===== config.mk =====
export PLATFORM = sky130hd
export DESIGN_NAME = hazard_pipe_ctrl
export DESIGN_NICKNAME = d
export VERILOG_FILES = /design/src/rtl/hazard_pipe_ctrl.sv
export SDC_FILE = /design/constraint.sdc
export NUM_CORES = 1
export LEC_CHECK = 0
export ABC_AREA = 1
export ABC_CLOCK_PERIOD_IN_PS = 1500
export CORE_ASPECT_RATIO = 1.1
export CORE_MARGIN = 4
export CORE_UTILIZATION = 40
export CTS_BUF_LIST = sky130_fd_sc_hd__clkbuf_2 sky130_fd_sc_hd__clkbuf_4 sky130_fd_sc_hd__clkbuf_8
export CTS_CLUSTER_SIZE = 12
export DETAILED_ROUTE_END_ITERATION = 16
export MAX_ROUTING_LAYER = met4
export PLACE_DENSITY = 0.69
export SLEW_MARGIN = 30
export SYNTH_ARGS = -nofsm -noshare
export SYNTH_HDL_FRONTEND = slang
export SYNTH_SLANG_ARGS = --single-unit

===== constraint.sdc =====
create_clock -name CLK -period 1.5 [get_ports CLK]
set_clock_uncertainty 0.1 [all_clocks]
set_input_delay 0.15 -clock CLK [delete_from_list [all_inputs] [get_ports CLK]]
set_output_delay 0.15 -clock CLK [all_outputs]
set_load 0.03 [all_outputs]

===== src/rtl/hazard_pipe_ctrl.sv =====
// rtl/hazard_pipe_ctrl.sv - pipeline stage tracking, load-use/branch/freeze control and event counters
module hazard_pipe_ctrl #(
    parameter int REG_ADDR_W = 5,
    parameter int CNT_W      = 16
) (
    input  logic                  CLK,
    input  logic                  RST,
    input  logic                  id_valid,
    input  logic [REG_ADDR_W-1:0] id_rs1,
    input  logic [REG_ADDR_W-1:0] id_rs2,
    input  logic                  id_uses_rs1,
    input  logic                  id_uses_rs2,
    input  logic [REG_ADDR_W-1:0] id_rd,
    input  logic                  id_regWrite,
    input  logic                  id_memRead,
    input  logic                  ex_branch_taken,
    input  logic                  mem_stall,
    output logic                  pc_we,
    output logic                  if_id_we,
    output logic                  if_id_flush,
    output logic [REG_ADDR_W-1:0] ex_rs1,
    output logic [REG_ADDR_W-1:0] ex_rs2,
    output logic [REG_ADDR_W-1:0] ex_mem_regRd,
    output logic                  ex_mem_regWrite,
    output logic [REG_ADDR_W-1:0] mem_wb_regRd,
    output logic                  mem_wb_regWrite,
    output logic                  load_use_stall,
    output logic [CNT_W-1:0]      stall_cnt,
    output logic [CNT_W-1:0]      flush_cnt
);

    typedef struct packed {
        logic                  valid;
        logic [REG_ADDR_W-1:0] rd;
        logic                  reg_write;
        logic                  mem_read;
    } stage_t;

    stage_t                ex_q, mem_q, wb_q, id_entry;
    logic [REG_ADDR_W-1:0] ex_rs1_q, ex_rs2_q;
    logic                  branch, hazard;

    // A write to x0 never counts as a write, so it is dropped at every hop.
    function automatic stage_t advance(input stage_t s);
        stage_t r;
        r           = s;
        r.reg_write = s.reg_write & s.valid & (s.rd != '0);
        return r;
    endfunction

    always_comb begin
        id_entry.valid     = id_valid;
        id_entry.rd        = id_valid ? id_rd : '0;
        id_entry.reg_write = id_regWrite & id_valid & (id_rd != '0);
        id_entry.mem_read  = id_memRead & id_valid;
    end

    assign branch = ex_q.valid & ex_branch_taken;
    assign hazard = ex_q.valid & ex_q.mem_read & (ex_q.rd != '0) & id_valid &
                    ((id_uses_rs1 & (id_rs1 == ex_q.rd)) | (id_uses_rs2 & (id_rs2 == ex_q.rd)));

    // Freeze beats branch, branch beats load-use.
    always_comb begin
        pc_we          = 1'b1;
        if_id_we       = 1'b1;
        if_id_flush    = 1'b0;
        load_use_stall = 1'b0;
        if (mem_stall) begin
            pc_we    = 1'b0;
            if_id_we = 1'b0;
        end else if (branch) begin
            if_id_flush = 1'b1;
        end else if (hazard) begin
            load_use_stall = 1'b1;
            pc_we          = 1'b0;
            if_id_we       = 1'b0;
        end
    end

    always_ff @(posedge CLK) begin
        if (RST) begin
            ex_q      <= '0;
            mem_q     <= '0;
            wb_q      <= '0;
            ex_rs1_q  <= '0;
            ex_rs2_q  <= '0;
            stall_cnt <= '0;
            flush_cnt <= '0;
        end else begin
            if (!mem_stall) begin
                wb_q  <= advance(mem_q);
                mem_q <= advance(ex_q);
                if (branch || hazard) begin
                    ex_q     <= '0;
                    ex_rs1_q <= '0;
                    ex_rs2_q <= '0;
                end else begin
                    ex_q     <= id_entry;
                    ex_rs1_q <= id_valid ? id_rs1 : '0;
                    ex_rs2_q <= id_valid ? id_rs2 : '0;
                end
                if (branch && (flush_cnt != {CNT_W{1'b1}}))
                    flush_cnt <= flush_cnt + 1'b1;
            end
            if (!pc_we && (stall_cnt != {CNT_W{1'b1}}))
                stall_cnt <= stall_cnt + 1'b1;
        end
    end

    assign ex_rs1          = ex_q.valid ? ex_rs1_q : '0;
    assign ex_rs2          = ex_q.valid ? ex_rs2_q : '0;
    assign ex_mem_regRd    = mem_q.valid ? mem_q.rd : '0;
    assign ex_mem_regWrite = mem_q.valid & mem_q.reg_write;
    assign mem_wb_regRd    = wb_q.valid ? wb_q.rd : '0;
    assign mem_wb_regWrite = wb_q.valid & wb_q.reg_write;

endmodule


Yosys cells after proc, flatten, opt, wreduce, memory -nomap -nowiden
Cells that the tools add are included.
- flip-flop bits (word level): 64
- bits of input ports: 24
- reductions and logical operators: 8
- mux-type cells: 18
- bitwise gates (word level): 17
- $add $sub $neg: 2
- eq/ne operators: 4
- operators by type and width (operator ; count):
    $mux 5 ; 9
    $add 16x1->16 const B ; 2
    $ne 16x16->1 const B ; 2
    $and 1x1->1 ; 15
    $reduce_bool 5->1 ; 3
    $eq 5x5->1 ; 2
    $mux 1 ; 8
    $mux 8 ; 1
    $logic_and 1x1->1 ; 2
    $reduce_and 2->1 ; 1
    $logic_not 1->1 ; 1
    $logic_or 1x1->1 ; 1
    $not 1->1 ; 1
    $or 1x1->1 ; 1

Longest topological paths before layout
- depth in word-level cells: 9
- depth in mapped cells: 12
- gate-level depth less buffers: 11

Worst setup path before layout
No wires, ideal clock.
- path type: reg2reg
- start: reg flush_cnt[0]
- end: reg flush_cnt[13]
- period minus slack after synthesis: 1.862 ns
- cell stages (with the launch flop): 10
- slack: -0.362 ns
- data required time: 1.268 ns
- data arrival time: 1.629 ns
- setup time: 0.132 ns
- cell sequence: dfxtp_1 -> ha_1 -> nand3_1 -> nor2_1 -> nand3_1 -> nand3_2 -> inv_2 -> buf_2 -> nand2_1 -> a21oi_1
- longest elaborated chain between the ends: 3
- elaborated cells between the ends (all ways): 4
- classes of those cells: add/sub: 1; eq/ne: 1; reduce/logical: 2
- RTL lines (element ; RTL line ; source):
    start: declaration ; 29 ; output logic [CNT_W-1:0] flush_cnt
    start signal: assignment ; 103 ; flush_cnt <= flush_cnt + 1'b1;
    branches (longest 3 deep; another with $add 16x1->16) ; - ;
Parallel ways; which one is timed is not known.
A chain may end at the register's enable or synchronous reset.

Worst setup path in the final report
- start: reg ex_q[5] (netlist name)
- end: out if_id_we
- longest elaborated chain between the ends: 7
- elaborated cells between the ends (all ways): 12
- classes of those cells: eq/ne: 2; mux: 3; bitwise: 6; reduce/logical: 1
- RTL lines (element ; RTL line ; source):
    start: declaration ; 39 ; stage_t ex_q, mem_q, wb_q, id_entry;
    start signal: assignment ; 98 ; ex_q <= id_entry;
    $eq 5x5->1 / $reduce_bool 5->1 (equally long branches) ; 60, 59 ;
    $and 1x1->1 (on tied branches) ; 60, 59 ;
    $or 1x1->1 / $and 1x1->1 (equally long branches) ; 60, 59 ;
    $and 1x1->1 (*) ; 59 ; assign hazard = ex_q.valid & ex_q.mem_read & (ex_q.rd != '0) & id_valid &
    $mux 1 (*) ; 73 ; end else if (hazard) begin
    $mux 1 (*) ; 71 ; end else if (branch) begin
    $mux 1 (*) ; 68 ; if (mem_stall) begin
    end: declaration ; 19 ; output logic if_id_we,
Mark *: on every way between the ends. The rest lies on a longest branch, timed or not.

==> impl_results.md <==
* Status: finished with violations
* Failing checks: negative setup slack
* Warning count from the yosys run at 0
* CP arrival at 1.65 ns
* CP Launch Type: register
* GP Congestion at 0.9276
* Setup violation total in the final timing report at 49
* Dpl cells at 756
* RSZ-0062 raised after global routing: yes
* Syn_nets at 548
* Synth unique cells at 30
* Clock buffer depth at 2
* Post-DP HPWL at 7.096 mm
* Die Y at 105.0 µm
* Finished Layout Cells at 786
* CTS Buf Count at 9
* Top_reg_cell synth: dfxtp_1
* Sequential area share after synthesis at 0.3745
* Clk pwr share at 0.441
* Die area at 10100 µm²
* Cells after Synth at 522
* Average wire per standard cell at 13.99 µm
* # rows at 35
* Least-Margin Pin Slew at 0.3173 ns
* CTS tree: built
* Root Buffer: clkbuf_8
* GR Overflow Total at 0
* DRC at 0
* DR vias at 3959
* HP Class: in2reg
* Peak VDD IR at 0.0005426 V
* Final period util at 1.265
* Via/cell ratio at 5.037
* Die X at 96.18 µm
* # IOs at 82
* Clock sink count at 64
* DRC violation total after the first TritonRoute iteration at 199
* Part of the power in combinational logic at 0.124
* LEAKAGE at 0.002600 µW
* Worst-skew pair later-pin latency at 0.35 ns
* Most frequent cells in the layout: 111 x nand2_1, 77 x buf_4, 63 x inv_1
* Diode count at 0
* Switching pwr at 1034 µW
* Avg Cell Area, Syn at 6.553 µm²
* CP Capture Type: primary output
* #FFs+latches synth at 64
* Drt pass-1 iters at 5
* Sw frac at 0.2545
* Critical path fanouts, max at 5
* Max transition margin at 0.7893
* Port bufs at 81
* Core ar. at 8364 µm²
* Setup ws final at -0.3970 ns
* Worst-path clk slew at 0.07 ns
* First-pass GRT wire length at 16.82 mm
* Layout cells sized above 1 at 0.4104
* H-Tree Depth at 3
* Total GRT Usage at 0.2109
* Largest net degree at the start of global routing at 35
* Internal power at 3029 µW
* P&R area growth vs syn at 65.95%
* Setup CP Type: reg2out
* Sequential share of power at 0.436
* Most common cell after layout, fill and taps aside: nand2_1
* Fmax at 0.5271 GHz
* Final Max Tran Viols at 0
* Post-Route WL at 10.99 mm
* Flop2flop setup slack at -0.36 ns
* Antenna Nets Post-Route at 0
* Hold Vio Cnt, Final at 0
* Post-synthesis async set-or-reset flop share at 0
* Final net count at 696
* Util after Layout at 0.6787
* Post-synth EDFFs at 0
* Max Cap Viol at 0
* Synth Cell Area at 3421 µm²
* Final worst path period need at 1.897 ns
* PwrDens at 715.7 nW/µm²
* Starting density of the core at 0.4090
* Vias in the first global route at 3644
* Critical Path RT at 1.25 ns
* Cts hold-fix bufs at 0
* Antenna violations before repair at 0
-- through the flow --
stage	area (µm²)	hold WS (ns)	total power [µW]	TNS, ns	setup slack [ns]
3_5_place_dp	4772	0.3587	2236	-20.13	-0.7440
5_1_grt	5677	0.3315	4210	-16.23	-0.4828
6_report	5677	0.3187	4063	-10.94	-0.3970
4_1_cts	5200	0.2889	4036	-9.588	-0.4158
2_1_floorplan	3548	0.2025	2054	-0.3660	-0.1616
3_3_place_gp	4772	0.3474	2227	-19.06	-0.7298
-- power by group through the flow --
stage	sequential (µW)	combinational [µW]	clock (µW)
2_1_floorplan	1820	231	0
6_report	1770	502	1790
3_3_place_gp	1810	412	0
3_5_place_dp	1820	419	0
4_1_cts	1770	436	1830
5_1_grt	1780	546	1890
-- worst max-delay path, cell delays in order (launching register included) --
cell,delay (ns)
dfxtp_4,0.39
inv_4,0.05
nand2_2,0.05
nand2_2,0.06
nor2_2,0.11
nand3_2,0.10
nand2_2,0.10
nand3_4,0.08
nand2_4,0.10
clkinvlp_4,0.10
buf_6,0.14
-- sequential cells by signal (all words and copies together) (netlist names) --
signal	count
ex_rs1_q	5
stall_cnt	16
wb_q	7
flush_cnt	16
mem_q	7
ex_q	8
ex_rs2_q	5
-- routing by layer --
metal / GRT usage / routed length, µm / share of wire
met5: - / 0 / 0
met4: 0.05386 / 228 / 0.021
met3: 0.03888 / 522 / 0.047
met2: 0.3468 / 5703 / 0.52
met1: 0.2632 / 4540 / 0.41
-- synth_stat cells (2+ instances only) --
library cell    n  share of area
nor3_1         12          0.018
o21ai_0        17          0.025
ha_1            2         0.0073
nor3b_1         2         0.0044
nor2_2          4         0.0073
xor2_1          5          0.013
a21oi_2         7          0.018
nor2_1         53          0.058
buf_4           3         0.0066
a21oi_1        53          0.078
inv_1          65          0.071
nand2_1       137           0.15
nand4_1         9          0.016
buf_6           3         0.0099
dfxtp_1        64           0.37
clkbuf_1       10          0.011
xnor2_1         3         0.0077
inv_2           5         0.0055
nand3_1        50          0.073
nand2_2         5         0.0091
buf_2           4         0.0059
-- worst paths after layout --
kind               start           to  depth (start not counted)
min reg2reg  ex_rs1_q[2]  ex_rs1_q[2]                          2
max              ex_q[5]     if_id_we                         10
max reg2reg      ex_q[6]  ex_rs1_q[4]                         14
min             id_rd[3]      ex_q[5]                          3
-- cells by family (layout without fill, tap and decap cells) --
family / count (synthesis) / in the layout / synth area share
flops: 64 / 64 / 0.3745
fa+ha+maj: 2 / 2 / 0.007314
simple gates: 278 / 280 / 0.3552
buf+inv: 93 / 244 / 0.1222
compound gates: 77 / 77 / 0.1203
xor+xnor: 8 / 8 / 0.02048
-- area by class of cell --
class,instances,area [µm²]
sequential,64,1351
clock buffer,12,165.2
clock inverter,4,73.82
multi-input combinational,367,2258
inverter,71,287.8
tap,111,138.9
fill,678,2688
timing repair buffer,157,1401
-- timing repair --
item / in CTS / in global routing
endpoints found under the hold margin: 0 / 0
pin swaps: 18 / 38
gates cloned: 0 / 2
setup endpoints to repair: 91 / 63
resized for setup: 106 / 105
setup buffers: 3 / 10
(Power assumes the default switching activity.)
